$ cat config.mk
export PLATFORM = sky130hd
export DESIGN_NAME = xor3_parity_scheduler_flat
export DESIGN_NICKNAME = d
export VERILOG_FILES = /design/src/rtl/xor3_parity_scheduler_if.sv /design/src/rtl/xor3_parity_scheduler.sv /design/src/flat_wrapper.sv
export SDC_FILE = /design/constraint.sdc
export NUM_CORES = 1
export LEC_CHECK = 0
export ABC_CLOCK_PERIOD_IN_PS = 2300
export BUFFER_PORTS_ARGS = -buffer_cell sky130_fd_sc_hd__buf_2
export CELL_PAD_IN_SITES_DETAIL_PLACEMENT = 1
export CELL_PAD_IN_SITES_GLOBAL_PLACEMENT = 1
export CORE_MARGIN = 2
export CORE_UTILIZATION = 25
export DETAILED_ROUTE_END_ITERATION = 16
export PLACE_DENSITY = 0.5
export SYNTH_ARGS = -nofsm -noshare
export SYNTH_HDL_FRONTEND = slang
export SYNTH_SLANG_ARGS = --single-unit
$ cat constraint.sdc
create_clock -name clk_i -period 2.3 [get_ports clk_i]
set_input_delay 0.345 -clock clk_i [delete_from_list [all_inputs] [get_ports clk_i]]
set_output_delay 0.345 -clock clk_i [all_outputs]
set_load 0.005 [all_outputs]
$ cat src/rtl/xor3_parity_scheduler_if.sv
// Request/result bundle between the requester ports and the shared XOR3 parity scheduler.
interface xor3_parity_scheduler_if #(
  parameter int NREQ  = 4,
  parameter int WIDTH = 16,
  parameter int IDW   = 2
);
  logic [NREQ-1:0]       req;
  logic [NREQ*WIDTH-1:0] data_in;
  logic [NREQ-1:0]       gnt;
  logic                  busy;
  logic                  done;
  logic [IDW-1:0]        done_id;
  logic                  parity;

  modport master (
    output req, data_in,
    input  gnt, busy, done, done_id, parity
  );

  modport slave (
    input  req, data_in,
    output gnt, busy, done, done_id, parity
  );
endinterface

$ cat src/rtl/xor3_parity_scheduler.sv
// Round-robin share of one 3-input XOR fold engine; WIDTH/2 folds per word, result tagged with requester.
// Build option: define XOR3_ODD_PARITY_EN for odd parity (accumulator seeded with 1 at grant).
module xor3_parity_scheduler #(
  parameter int NREQ  = 4,
  parameter int WIDTH = 16,
  parameter int IDW   = 2
) (
  input logic                      clk_i,
  input logic                      rst_i,
  xor3_parity_scheduler_if.slave   bus
);

  localparam int PW   = (NREQ > 1) ? $clog2(NREQ) : 1;
  localparam int HALF = WIDTH / 2;
  localparam int CW   = $clog2(HALF + 1);

`ifdef XOR3_ODD_PARITY_EN
  localparam logic ACC_INIT = 1'b1;
`else
  localparam logic ACC_INIT = 1'b0;
`endif

  typedef enum logic [1:0] {
    S_IDLE = 2'd0,
    S_RUN  = 2'd1,
    S_DONE = 2'd2
  } state_t;

  state_t            state_q, state_d;
  logic [WIDTH-1:0]  sh_q, sh_d;
  logic              acc_q, acc_d;
  logic [CW-1:0]     cnt_q, cnt_d;
  logic [IDW-1:0]    id_q, id_d;
  logic [PW-1:0]     ptr_q, ptr_d;
  logic [NREQ-1:0]   gnt_q, gnt_d;
  logic              done_q, done_d;
  logic [IDW-1:0]    done_id_q, done_id_d;
  logic              parity_q, parity_d;

  logic              win_vld;
  logic [PW-1:0]     win_idx;
  logic [PW-1:0]     cand;
  logic [WIDTH-1:0]  win_dat;
  logic              fold;

  function automatic logic [PW-1:0] wrap_add(input logic [PW-1:0] base, input int off);
    int s;
    s = int'(base) + off;
    if (s >= NREQ) s = s - NREQ;
    return s[PW-1:0];
  endfunction

  // Search upward from the pointer with wrap; first requester found wins.
  always_comb begin
    win_vld = 1'b0;
    win_idx = '0;
    win_dat = '0;
    cand    = '0;
    for (int k = 0; k < NREQ; k++) begin
      cand = wrap_add(ptr_q, k);
      if (!win_vld && bus.req[cand]) begin
        win_vld = 1'b1;
        win_idx = cand;
        win_dat = bus.data_in[cand*WIDTH +: WIDTH];
      end
    end
  end

  always_comb begin
    state_d   = state_q;
    sh_d      = sh_q;
    acc_d     = acc_q;
    cnt_d     = cnt_q;
    id_d      = id_q;
    ptr_d     = ptr_q;
    gnt_d     = '0;
    done_d    = 1'b0;
    done_id_d = '0;
    parity_d  = 1'b0;
    fold      = acc_q ^ sh_q[0] ^ sh_q[1];

    case (state_q)
      S_IDLE, S_DONE: begin
        if (win_vld) begin
          gnt_d   = NREQ'(1) << win_idx;
          sh_d    = win_dat;
          acc_d   = ACC_INIT;
          cnt_d   = '0;
          id_d    = IDW'(win_idx);
          ptr_d   = (win_idx == PW'(NREQ - 1)) ? '0 : win_idx + PW'(1);
          state_d = S_RUN;
        end else begin
          state_d = S_IDLE;
        end
      end
      S_RUN: begin
        acc_d = fold;
        sh_d  = sh_q >> 2;
        cnt_d = cnt_q + CW'(1);
        // Last fold lands directly in the registered result outputs.
        if (cnt_q == CW'(HALF - 1)) begin
          state_d   = S_DONE;
          done_d    = 1'b1;
          done_id_d = id_q;
          parity_d  = fold;
        end
      end
      default: state_d = S_IDLE;
    endcase
  end

  always_ff @(posedge clk_i) begin
    if (rst_i) begin
      state_q   <= S_IDLE;
      sh_q      <= '0;
      acc_q     <= 1'b0;
      cnt_q     <= '0;
      id_q      <= '0;
      ptr_q     <= '0;
      gnt_q     <= '0;
      done_q    <= 1'b0;
      done_id_q <= '0;
      parity_q  <= 1'b0;
    end else begin
      state_q   <= state_d;
      sh_q      <= sh_d;
      acc_q     <= acc_d;
      cnt_q     <= cnt_d;
      id_q      <= id_d;
      ptr_q     <= ptr_d;
      gnt_q     <= gnt_d;
      done_q    <= done_d;
      done_id_q <= done_id_d;
      parity_q  <= parity_d;
    end
  end

  assign bus.gnt     = gnt_q;
  assign bus.busy    = (state_q != S_IDLE);
  assign bus.done    = done_q;
  assign bus.done_id = done_id_q;
  assign bus.parity  = parity_q;

endmodule
$ cat src/flat_wrapper.sv
// flat-port wrapper written by rule: the top's interface ports become plain ports
module xor3_parity_scheduler_flat 
#(
  parameter int NREQ  = 4,
  parameter int WIDTH = 16,
  parameter int IDW   = 2
)
  (clk_i, rst_i, bus_req, bus_data_in, bus_gnt, bus_busy, bus_done, bus_done_id, bus_parity);
  xor3_parity_scheduler_if #(.NREQ(NREQ), .WIDTH(WIDTH), .IDW(IDW)) bus_i ();
  input logic clk_i;
  input logic rst_i;
  input wire logic [$bits(bus_i.req)-1:0] bus_req;
  input wire logic [$bits(bus_i.data_in)-1:0] bus_data_in;
  output wire logic [$bits(bus_i.gnt)-1:0] bus_gnt;
  output wire logic [$bits(bus_i.busy)-1:0] bus_busy;
  output wire logic [$bits(bus_i.done)-1:0] bus_done;
  output wire logic [$bits(bus_i.done_id)-1:0] bus_done_id;
  output wire logic [$bits(bus_i.parity)-1:0] bus_parity;
  assign bus_i.req = bus_req;
  assign bus_i.data_in = bus_data_in;
  assign bus_gnt = bus_i.gnt;
  assign bus_busy = bus_i.busy;
  assign bus_done = bus_i.done;
  assign bus_done_id = bus_i.done_id;
  assign bus_parity = bus_i.parity;
  xor3_parity_scheduler #(.NREQ(NREQ), .WIDTH(WIDTH), .IDW(IDW)) u_core (.clk_i(clk_i), .rst_i(rst_i), .bus(bus_i));
endmodule
==> results by group, run 1 <==
Outcome
  – Status: finished, final reports clean

Floorplan
  – Die width: 127 um
  – Initial core utilization: 25.8%
  – # rows: 44
  – Die area: 16000 um^2
  – Die H: 127 um
  – Io pins: 79
  – Core area: 14600 um^2

Clock tree
  – Htree depth: 2
  – Worst-path clk slew: 60 ps
  – # resized after CTS: 0
  – Root buffer cell: clkbuf_16
  – Post-CTS Repair Setup Buffers: 0
  – TritonCTS clock tree: built
  – Max Root-Sink Buffers: 2
  – CTS Buf Count: 5
  – Worst-skew pair later-pin latency: 290 ps
  – Sink Count: 35
  – # hold bufs at CTS: 0

Global routing
  – Initial antenna violation count: 0
  – Vias in the first global route: 3577
  – GRT Residual Overflow: 0
  – Largest net degree at the start of global routing: 40
  – Tot GR Track Use: 14.6%
  – Global-route wire length before repair: 18900 um

Timing
  – Worst-margin pin slew: 639 ps
  – Worst Clk Skew: 6.98 ps
  – Endpoints failing setup: 0
  – PnR worst setup slack: 170 ps
  – Relative slew slack: 57.4%
  – Hold WS: 458 ps
  – RSZ-0062 raised after global routing: no
  – Part of the cycle the worst path needs: 92.6%
  – Sum Neg Setup Slack: 0 ps
  – Fin. max-slew vios: 0
  – Final Critical Period: 2130 ps
  – Final Hold Viols: 0
  – FMAX: 0.469 GHz

Routing
  – Met3 routed WL: 298 um
  – WL/cell: 18.4 um
  – Highest metal used: met4
  – Total detailed-routing wirelength: 11900 um
  – M1 WL: 5650 um
  – Antenna-violating nets left: 0
  – Via count: 3557
  – Met2 WL: 5790 um
  – Residual DRC: 0
  – DRT Pass-1 Iters: 5
  – Vias per cell: 5.49
  – Initial DRC Count: 184

Cells and area
  – ANT cells: 0
  – Filler cell count: 1672
  – Final core occ: 31.5%
  – Fin nets: 534
  – Fraction of layout cells with a size suffix above 1: 40.3%
  – Area Growth Syn to Fin: 22.4%
  – Final Non-Filler Cells: 648

Logic synthesis
  – Synth Flop Type: dfxtp_1
  – Yosys reg bits: 35
  – Seq/Total Area, Yosys: 18.6%
  – Mean Syn Cell Area: 9.74 um^2
  – Post-synth cell types: 57
  – Area of the mapped netlist: 3760 um^2
  – Number of synthesized flops with an enable pin: 0
  – Mapped Cells: 386
  – Yosys warns: 0
  – Ys async rst share: 0%
  – Syn Nets: 457

Placed design
  – Final HPWL DP: 9250 um
  – RePlAce Congestion: 0.807
  – # port buffers: 78
  – Dpl ws: 126 ps
  – Placed instance count: 640

Critical path
  – CP cell instances: buf_12 > mux4_2 > a21o_1 > a31oi_1 > o211ai_1 > a22o_1
  – Startpoint types: flip-flop
  – Critical path arrival: 2310 ps
  – CP Max Fanout: 21
  – Cell family with the largest share of critical-path delay: compound AO/OA/AOI/OAI gates
  – Slowest CP cell: mux4_2
  – CP max stage delay: 540 ps
  – Buf+Inv Stages, Crit Path: 1
  – Crit Path Category: reg -> reg
  – Worst Path Required: 2480 ps
  – Critical Path Sink Type: flip-flop

Min path
  – Hold Path Class: reg -> reg

Job
  – Max Cap Viol: 0

Pwr
  – Static Leak: 1.77 nW
  – Peak supply drop: 0.258 mV
  – Power per cell area: 600 nW/um^2
==> cells in the mapped netlist (2+ instances only) <==
cell type	n	area, um^2
a211oi_1	2	15.0
buf_4	5	37.5
o22ai_1	4	25.0
inv_1	18	67.6
nor4_1	2	12.5
nand3_1	2	10.0
o21ai_1	2	10.0
nand3b_1	3	22.5
xnor2_1	2	17.5
or2_2	3	18.8
o211ai_1	12	90.1
or3_1	2	12.5
a21o_1	11	82.6
o221ai_1	2	17.5
nor2b_1	4	25.0
buf_6	6	67.6
a22oi_1	2	15.0
o21ai_0	21	105
dfxtp_1	35	701
a22o_1	11	96.3
nand2_1	32	120
buf_2	14	70.1
a31oi_1	14	87.6
mux2i_1	9	90.1
a21oi_1	30	150
and3_1	3	18.8
o31a_1	2	17.5
nor4b_1	2	17.5
mux2_2	3	33.8
o21a_1	5	37.5
and2_1	4	25.0
mux4_2	53	1190
a2111oi_2	2	30.0
nor2_1	21	78.8
a32o_1	2	20.0
buf_1	2	7.51
clkbuf_1	11	41.3
nand2b_1	9	56.3
==> sequential cells by signal, summed over array words and instances, names as in the netlist <==
name                flops
u_core.bus.parity       1
u_core.state_q          2
u_core.bus.done_id      2
u_core.bus.done         1
u_core.ptr_q            2
u_core.cnt_q            4
u_core.sh_q            16
u_core.bus.gnt          4
u_core.acc_q            1
u_core.id_q             2
==> worst min-delay path, cell delays in order (launching register included) <==
cell     delay (ps)
dfxtp_1         310
nand2_1          50
a21oi_1          50
==> cell usage in the layout, fill, tap and decap left out, types with 4 or more instances in the layout <==
cell type,instances
buf_2,78
mux4_2,53
dfxtp_1,33
nand2_1,32
a21oi_1,30
buf_4,25
o21ai_0,21
nor2_1,21
inv_1,18
a31oi_1,14
o211ai_1,12
a21o_1,11
a22o_1,11
nand2b_1,9
mux2i_1,9
o21a_1,5
clkbuf_16,5
buf_12,5
and2_1,4
o22ai_1,4
==> layer usage <==
layer | vias to the layer above | global-route usage [%]
li1 | 1674 | -
met1 | 1808 | 19.6
met2 | 62 | 25.1
met3 | 13 | 1.52
met4 | 0 | 3.62
met5 | - | 0
==> stage by stage <==
| stage | area (um^2) | power (mW) |
|---|---|---|
| floorplan | 3760 | 1.69 |
| global placement | 4450 | 2.06 |
| detailed placement | 4450 | 2.09 |
| CTS | 4600 | 2.80 |
| global route | 4600 | 2.93 |
| finish | 4600 | 2.76 |
==> logic make-up after synthesis <==
family                   count (synthesis)  synth area share [%]
AO/OA/AOI/OAI                          132                  25.1
XOR/XNOR                                 3                 0.699
adder cells (fa/ha/maj)                  1                 0.333
buffers and inverters                   56                  7.75
AND/OR/NAND/NOR                         94                  12.5
flip-flops                              35                  18.6
multiplexers                            65                  35.0
==> area by class of cell <==
type | instances | area [um^2] | area share [%]
multi-input combinational | 295 | 2770 | 60.2
clock buffer | 5 | 125 | 2.72
timing repair buffer | 108 | 678 | 14.7
sequential | 35 | 706 | 15.3
clock inverter | 3 | 23.8 | 0.517
inverter | 18 | 67.6 | 1.47
tap | 184 | 230 | 5.00
==> path summary, 6_finish.rpt <==
path / startpoint / to / slack (ps) / cells past startpoint
max: u_core.ptr_q[0] / u_core.sh_q[12] / 170 / 6
min: u_core.id_q[0] / u_core.id_q[0] / 460 / 2
max reg2reg: u_core.ptr_q[0] / u_core.sh_q[12] / 170 / 6
min reg2reg: u_core.id_q[0] / u_core.id_q[0] / 460 / 2
==> report_power, final <==
part | total, mW | internal [mW] | switching [mW]
logic | 1.33 | 0.681 | 0.649
clock network | 0.695 | 0.405 | 0.290
registers | 0.735 | 0.674 | 0.0616
No activity file was read; power rests on OpenSTA's default activity.
==> inputs of run 2 (changes only) <==
--- a/config.mk
+++ b/config.mk
@@ -9,10 +9,11 @@
 export BUFFER_PORTS_ARGS = -buffer_cell sky130_fd_sc_hd__buf_2
 export CELL_PAD_IN_SITES_DETAIL_PLACEMENT = 1
 export CELL_PAD_IN_SITES_GLOBAL_PLACEMENT = 1
+export CORE_ASPECT_RATIO = 0.7
 export CORE_MARGIN = 2
-export CORE_UTILIZATION = 25
+export CORE_UTILIZATION = 35
 export DETAILED_ROUTE_END_ITERATION = 16
-export PLACE_DENSITY = 0.5
+export PLACE_DENSITY = 0.67
 export SYNTH_ARGS = -nofsm -noshare
 export SYNTH_HDL_FRONTEND = slang
 export SYNTH_SLANG_ARGS = --single-unit
==> run 2 against run 1 <==
Compared with the run above: total power increased by 2.5%; worst setup slack got worse by 8.9 ps; largest power group unchanged; global-route usage increased by 5.5 points; count of clock-buffer cells in the layout unchanged; final area decreased by 1.9%; cell count decreased by 8.6%; register-to-register slack about the same; critical endpoint is now u_core.sh_q[8]; clock skew decreased by 2.7 ps; die area decreased by 28%; first-iteration DRC count decreased by 4.3%; flip-flop and latch count unchanged; combinational power about the same.
==> results by group, run 2 (same netlist as run 1, synthesis figures left out) <==
Outcome
  – Status: finished, final reports clean

Cells and area
  – Largest register FFs: 16 (unchanged)
  – Fraction of layout cells with a size suffix above 1: 39.8% (-0.52 points)
  – Fin nets: 530 (-0.75%)
  – Commonest non-fill, non-tap cell in the layout: buf_2
  – Top reg by flops: u_core.sh_q
  – Area Growth Syn to Fin: 20.0%
  – ANT cells: 0 (unchanged)
  – Final core occ: 43.4% (+12 points)
  – Non-Filler Cell Area, Final: 4510 um^2 (-1.9%)
  – Commonest non-fill, non-tap cells in the layout: buf_2 (78), mux4_2 (53), dfxtp_1 (33), nand2_1 (32), a21oi_1 (30)

Critical path
  – R2r startpoint: u_core.ptr_q[0]
  – Reg2reg setup slack: 160 ps (about the same)
  – Critical Path Source: u_core.ptr_q[0]
  – R2r worst-path depth: 6 (unchanged)
  – Startpoint types: flip-flop
  – Critical Path Sink Type: flip-flop
  – Worst Path Required: 2470 ps (about the same)
  – Crit Path Category: reg -> reg
  – Critical path arrival: 2310 ps (about the same)
  – CP Max Fanout: 29 (+38%)
  – Worst Setup EP: u_core.sh_q[8]
  – Worst r2r dst: u_core.sh_q[8]

Global routing
  – Tot GR Track Use: 20.1% (+5.5 points)
  – Global-route wire length before repair: 18800 um (-0.62%)
  – GRT Residual Overflow: 0 (unchanged)
  – Initial antenna violation count: 0 (unchanged)
  – Vias in the first global route: 3628 (+1.4%)
  – Largest net degree at the start of global routing: 40 (unchanged)

Timing
  – Endpoints failing setup: 0 (unchanged)
  – Relative slew slack: 59.4% (+2.1 points)
  – Final Hold Viols: 0 (unchanged)
  – Worst-margin pin slew: 604 ps (-34.4 ps)
  – FMAX: 0.467 GHz (-0.42%)
  – Part of the cycle the worst path needs: 93.0% (+0.39 points)
  – RSZ-0062 raised after global routing: no
  – Sum Neg Setup Slack: 0 ps (unchanged)
  – Fin. max-slew vios: 0 (unchanged)
  – Hold WS: 450 ps (-7.47 ps)
  – PnR worst setup slack: 161 ps (-8.93 ps)
  – Worst Clk Skew: 4.30 ps (-2.68 ps)
  – Final Critical Period: 2140 ps (+8.93 ps)

Clock tree
  – # resized after CTS: 0 (unchanged)
  – Worst-path clk slew: 60 ps (about the same)
  – Worst-skew pair later-pin latency: 280 ps (about the same)
  – Max Root-Sink Buffers: 2 (unchanged)
  – Htree depth: 2 (unchanged)
  – Root buffer cell: clkbuf_16
  – CTS Buf Count: 5 (unchanged)
  – # hold bufs at CTS: 0 (unchanged)
  – Sink Count: 35 (unchanged)
  – TritonCTS clock tree: built
  – Post-CTS Repair Setup Buffers: 0 (unchanged)

Min path
  – Hold path cells: 2 (unchanged)
  – Hold Path Class: reg -> reg

Placed design
  – # port buffers: 78 (unchanged)
  – RePlAce Congestion: 0.801 (-0.67%)
  – Post-placement cell area: 4350 um^2 (-2.4%)
  – Dpl ws: 90.8 ps (-34.7 ps)
  – Final HPWL DP: 8910 um (-3.7%)

Floorplan
  – Io pins: 79 (unchanged)
  – Initial core utilization: 36.2% (+10 points)
  – Die area: 11600 um^2 (-28%)
  – Die width: 128 um (+0.98%)
  – Core area: 10400 um^2 (-29%)
  – Die H: 90.7 um (-28%)
  – # rows: 31 (-30%)

Pwr
  – Peak supply drop: 0.322 mV (+24%)
  – Static Leak: 1.76 nW (-0.33%)
  – Power per cell area: 627 nW/um^2 (+4.5%)

Routing
  – Via count: 3599 (+1.2%)
  – Residual DRC: 0 (unchanged)
  – Total detailed-routing wirelength: 11500 um (-3.9%)
  – Antenna-violating nets left: 0 (unchanged)
  – Initial DRC Count: 176 (-4.3%)
  – WL/cell: 19.4 um (+5.2%)
  – Vias per cell: 6.08 (+11%)
  – DRT Pass-1 Iters: 4 (-1)

Job
  – Max Cap Viol: 0 (unchanged)
run 2: cell type report:
type / count / area [um^2]
Fill cell: 1200 / 5880
Multi-Input combinational cell: 295 / 2770
Sequential cell: 35 / 706
Timing Repair Buffer: 104 / 636
Tap cell: 132 / 165
Clock buffer: 5 / 125
Inverter: 18 / 67.6
Clock inverter: 3 / 43.8
run 2: stage by stage:
stage / instances / total power, mW
2_1_floorplan: 386 / 1.69
3_3_place_gp: 584 / 2.01
3_5_place_dp: 584 / 2.05
4_1_cts: 592 / 2.83
5_1_grt: 592 / 2.99
6_report: 592 / 2.83
run 2: power by group:
group | internal (mW) | switching (mW) | leakage [nW]
Clock | 0.511 | 0.275 | 0.0838
Sequential | 0.674 | 0.0593 | 0.289
Combinational | 0.662 | 0.647 | 1.39
run 2: worst min-delay path by stage:
| stage | to | startpoint | slack, ps |
|---|---|---|---|
| after floorplan | u_core.bus.done_id[0] | u_core.id_q[0] | 430 |
| after global placement | u_core.id_q[0] | u_core.id_q[0] | 440 |
| after detailed placement | u_core.bus.done_id[0] | u_core.id_q[0] | 440 |
| after CTS | u_core.id_q[0] | u_core.id_q[0] | 460 |
| after global routing | u_core.bus.done_id[1] | u_core.id_q[1] | 480 |
| final | u_core.id_q[0] | u_core.id_q[0] | 450 |
run 2: layer usage:
metal	GRT usage, %	up-vias	share of wire, %
met5	0	-	0
met4	3.39	0	0.66
met3	3.50	12	4.6
met2	31.7	104	46
met1	29.2	1816	49
li1	-	1667	-
run 2: worst max-delay path: stages, from the launching register on:
cell,delay (ps)
dfxtp_4,490
buf_12,250
mux4_2,540
a21o_1,200
a31oi_1,150
o211ai_1,160
a22o_1,240
==> inputs of run 3 (changes only) <==
--- a/config.mk
+++ b/config.mk
@@ -13,7 +13,7 @@
 export CORE_MARGIN = 2
 export CORE_UTILIZATION = 35
 export DETAILED_ROUTE_END_ITERATION = 16
-export PLACE_DENSITY = 0.67
+export PLACE_DENSITY_LB_ADDON = 0.1
 export SYNTH_ARGS = -nofsm -noshare
 export SYNTH_HDL_FRONTEND = slang
 export SYNTH_SLANG_ARGS = --single-unit
==> run 3 against run 2 <==
Compared with the run above: combinational power about the same; global-route usage about the same; total power down 4.3%; routed wire length up 0.45%; first-iteration DRC count up 40%; sequential share of layout area about the same; critical endpoint is now u_core.sh_q[2]; largest cell class unchanged.
==> results by group, run 3 (same netlist as run 1, synthesis figures left out) <==
Timing
  – Final Hold Viols: 0 (unchanged)
  – Hold WS: 447 ps (-3.10 ps)
  – Sum Neg Setup Slack: 0 ps (unchanged)
  – Part of the cycle the worst path needs: 92.8% (-0.21 points)
  – Worst Clk Skew: 7.34 ps (+3.04 ps)
  – PnR worst setup slack: 166 ps (+4.83 ps)
  – Endpoints failing setup: 0 (unchanged)
  – Fin. max-slew vios: 0 (unchanged)
  – FMAX: 0.469 GHz (+0.23%)
  – Relative slew slack: 62.9% (+3.5 points)
  – Final Critical Period: 2130 ps (-4.83 ps)
  – Worst-margin pin slew: 555 ps (-49.0 ps)
  – RSZ-0062 raised after global routing: no

Floorplan
  – Die area: 11600 um^2 (unchanged)
  – # rows: 31 (unchanged)
  – Io pins: 79 (unchanged)
  – Die H: 90.7 um (unchanged)
  – Initial core utilization: 36.2% (unchanged)
  – Core area: 10400 um^2 (unchanged)
  – Die width: 128 um (unchanged)

Critical path
  – Critical Path Sink Type: flip-flop
  – Worst r2r dst: u_core.sh_q[2]
  – R2r worst-path depth: 6 (unchanged)
  – Reg2reg setup slack: 170 ps (about the same)
  – Worst Path Required: 2470 ps (about the same)
  – Critical path arrival: 2300 ps (about the same)
  – Crit Path Category: reg -> reg
  – Startpoint types: flip-flop
  – CP Max Fanout: 21 (-28%)
  – R2r startpoint: u_core.ptr_q[0]

Routing
  – Antenna-violating nets left: 0 (unchanged)
  – Total detailed-routing wirelength: 11500 um (+0.45%)
  – Vias per cell: 5.99 (-1.5%)
  – DRT Pass-1 Iters: 4 (unchanged)
  – WL/cell: 19.3 um (-0.39%)
  – Initial DRC Count: 246 (+40%)
  – Residual DRC: 0 (unchanged)
  – Via count: 3574 (-0.69%)

Pwr
  – Peak supply drop: 0.284 mV (-12%)
  – Clk pwr share: 24.0% (-3.8 points)
  – Gate power share: 48.3% (+2.0 points)
  – Sw Ratio: 35.4% (+0.70 points)
  – Static Leak: 1.77 nW (+0.50%)
  – Flop pwr share: 27.7% (+1.8 points)
  – Power per cell area: 599 nW/um^2 (-4.5%)
  – Internal Pwr Total: 1.75 mW (-5.4%)
  – Net switching power: 958 uW (-2.4%)

Clock tree
  – Root buffer cell: clkbuf_16
  – Worst-skew pair later-pin latency: 280 ps (about the same)
  – Sink Count: 35 (unchanged)
  – Htree depth: 2 (unchanged)
  – # resized after CTS: 0 (unchanged)
  – Max Root-Sink Buffers: 2 (unchanged)
  – # hold bufs at CTS: 0 (unchanged)
  – Worst-path clk slew: 50 ps (about the same)
  – TritonCTS clock tree: built
  – Post-CTS Repair Setup Buffers: 0 (unchanged)
  – CTS Buf Count: 5 (unchanged)

Placed design
  – RePlAce Congestion: 0.827 (+3.2%)
  – # port buffers: 78 (unchanged)
  – Final HPWL DP: 8860 um (-0.51%)
  – Dpl ws: 158 ps (+66.8 ps)

Cells and area
  – Commonest non-fill, non-tap cells in the layout: buf_2 (78), mux4_2 (53), dfxtp_1 (33), nand2_1 (32), a21oi_1 (30)
  – FF/Latch Area: 706 um^2 (unchanged)
  – Multi-input gate area: 2770 um^2 (unchanged)
  – Top reg by flops: u_core.sh_q
  – Largest register FFs: 16 (unchanged)
  – Fraction of layout cells with a size suffix above 1: 40.0% (+0.22 points)
  – Filler cell count: 1219 (+1.6%)
  – Fin nets: 535 (+0.94%)
  – Area Growth Syn to Fin: 20.2%
  – ANT cells: 0 (unchanged)
  – Commonest non-fill, non-tap cell in the layout: buf_2

Global routing
  – Tot GR Track Use: 20.1% (+0.033 points)
  – Vias in the first global route: 3615 (-0.36%)
  – GRT Residual Overflow: 0 (unchanged)
  – Global-route wire length before repair: 18900 um (+0.37%)
  – Initial antenna violation count: 0 (unchanged)
  – Largest net degree at the start of global routing: 40 (unchanged)

Min path
  – Hold Path Class: reg -> reg
  – Hold EP: u_core.id_q[0]
  – Source of the worst hold timing path: u_core.id_q[0]
  – Hold path cells: 2 (unchanged)

Outcome
  – Status: finished, final reports clean

Job
  – Max Cap Viol: 0 (unchanged)
==> run 3: cell type report <==
class	count	share of cell area (%)
multi-input cells	295	61.3
flip-flops and latches	35	15.6
repair buffers	109	14.9
well taps	132	3.65
clock buffers	7	2.93
inverters	18	1.49
clock inverters	1	0.111
==> run 3: worst max path at each step <==
stage	from	to	slack, ps
6_report	u_core.ptr_q[0]	u_core.sh_q[2]	170
3_3_place_gp	u_core.ptr_q[0]	u_core.sh_q[3]	190
4_1_cts	u_core.ptr_q[0]	u_core.sh_q[2]	160
3_5_place_dp	u_core.ptr_q[0]	u_core.sh_q[2]	160
2_1_floorplan	u_core.ptr_q[0]	u_core.sh_q[15]	420
5_1_grt	u_core.ptr_q[0]	u_core.sh_q[2]	40
==> run 3: power groups by stage <==
stage	Clock (mW)	Combinational, mW	Sequential [mW]
2_1_floorplan	0	0.977	0.712
3_3_place_gp	0	1.27	0.764
3_5_place_dp	0	1.31	0.762
4_1_cts	0.665	1.31	0.751
5_1_grt	0.690	1.43	0.760
6_report	0.648	1.31	0.751
==> run 3: through the flow <==
step	util, %	std cells	cell area, um^2	total power [mW]
final	43.5	597	4520	2.71
after global routing	43.5	597	4520	2.88
after CTS	43.5	597	4520	2.73
after detailed placement	42.2	589	4380	2.07
after global placement	42.2	589	4380	2.04
after floorplan	-	386	3760	1.69
==> run 3: worst max-delay path: stages, from the launching register on <==
cell,delay [ps]
dfxtp_4,590
buf_4,270
mux4_2,530
a21o_1,200
a31oi_1,140
o211ai_1,110
a22o_1,190
==> run 3: layer usage <==
| metal | up-vias | track usage [%] | share of wire, % |
|---|---|---|---|
| met1 | 1824 | 30.8 | 51 |
| li1 | 1676 | - | - |
| met4 | 0 | 4.03 | 0.56 |
| met2 | 70 | 30.5 | 45 |
| met5 | - | 0 | 0 |
| met3 | 4 | 2.25 | 3.7 |
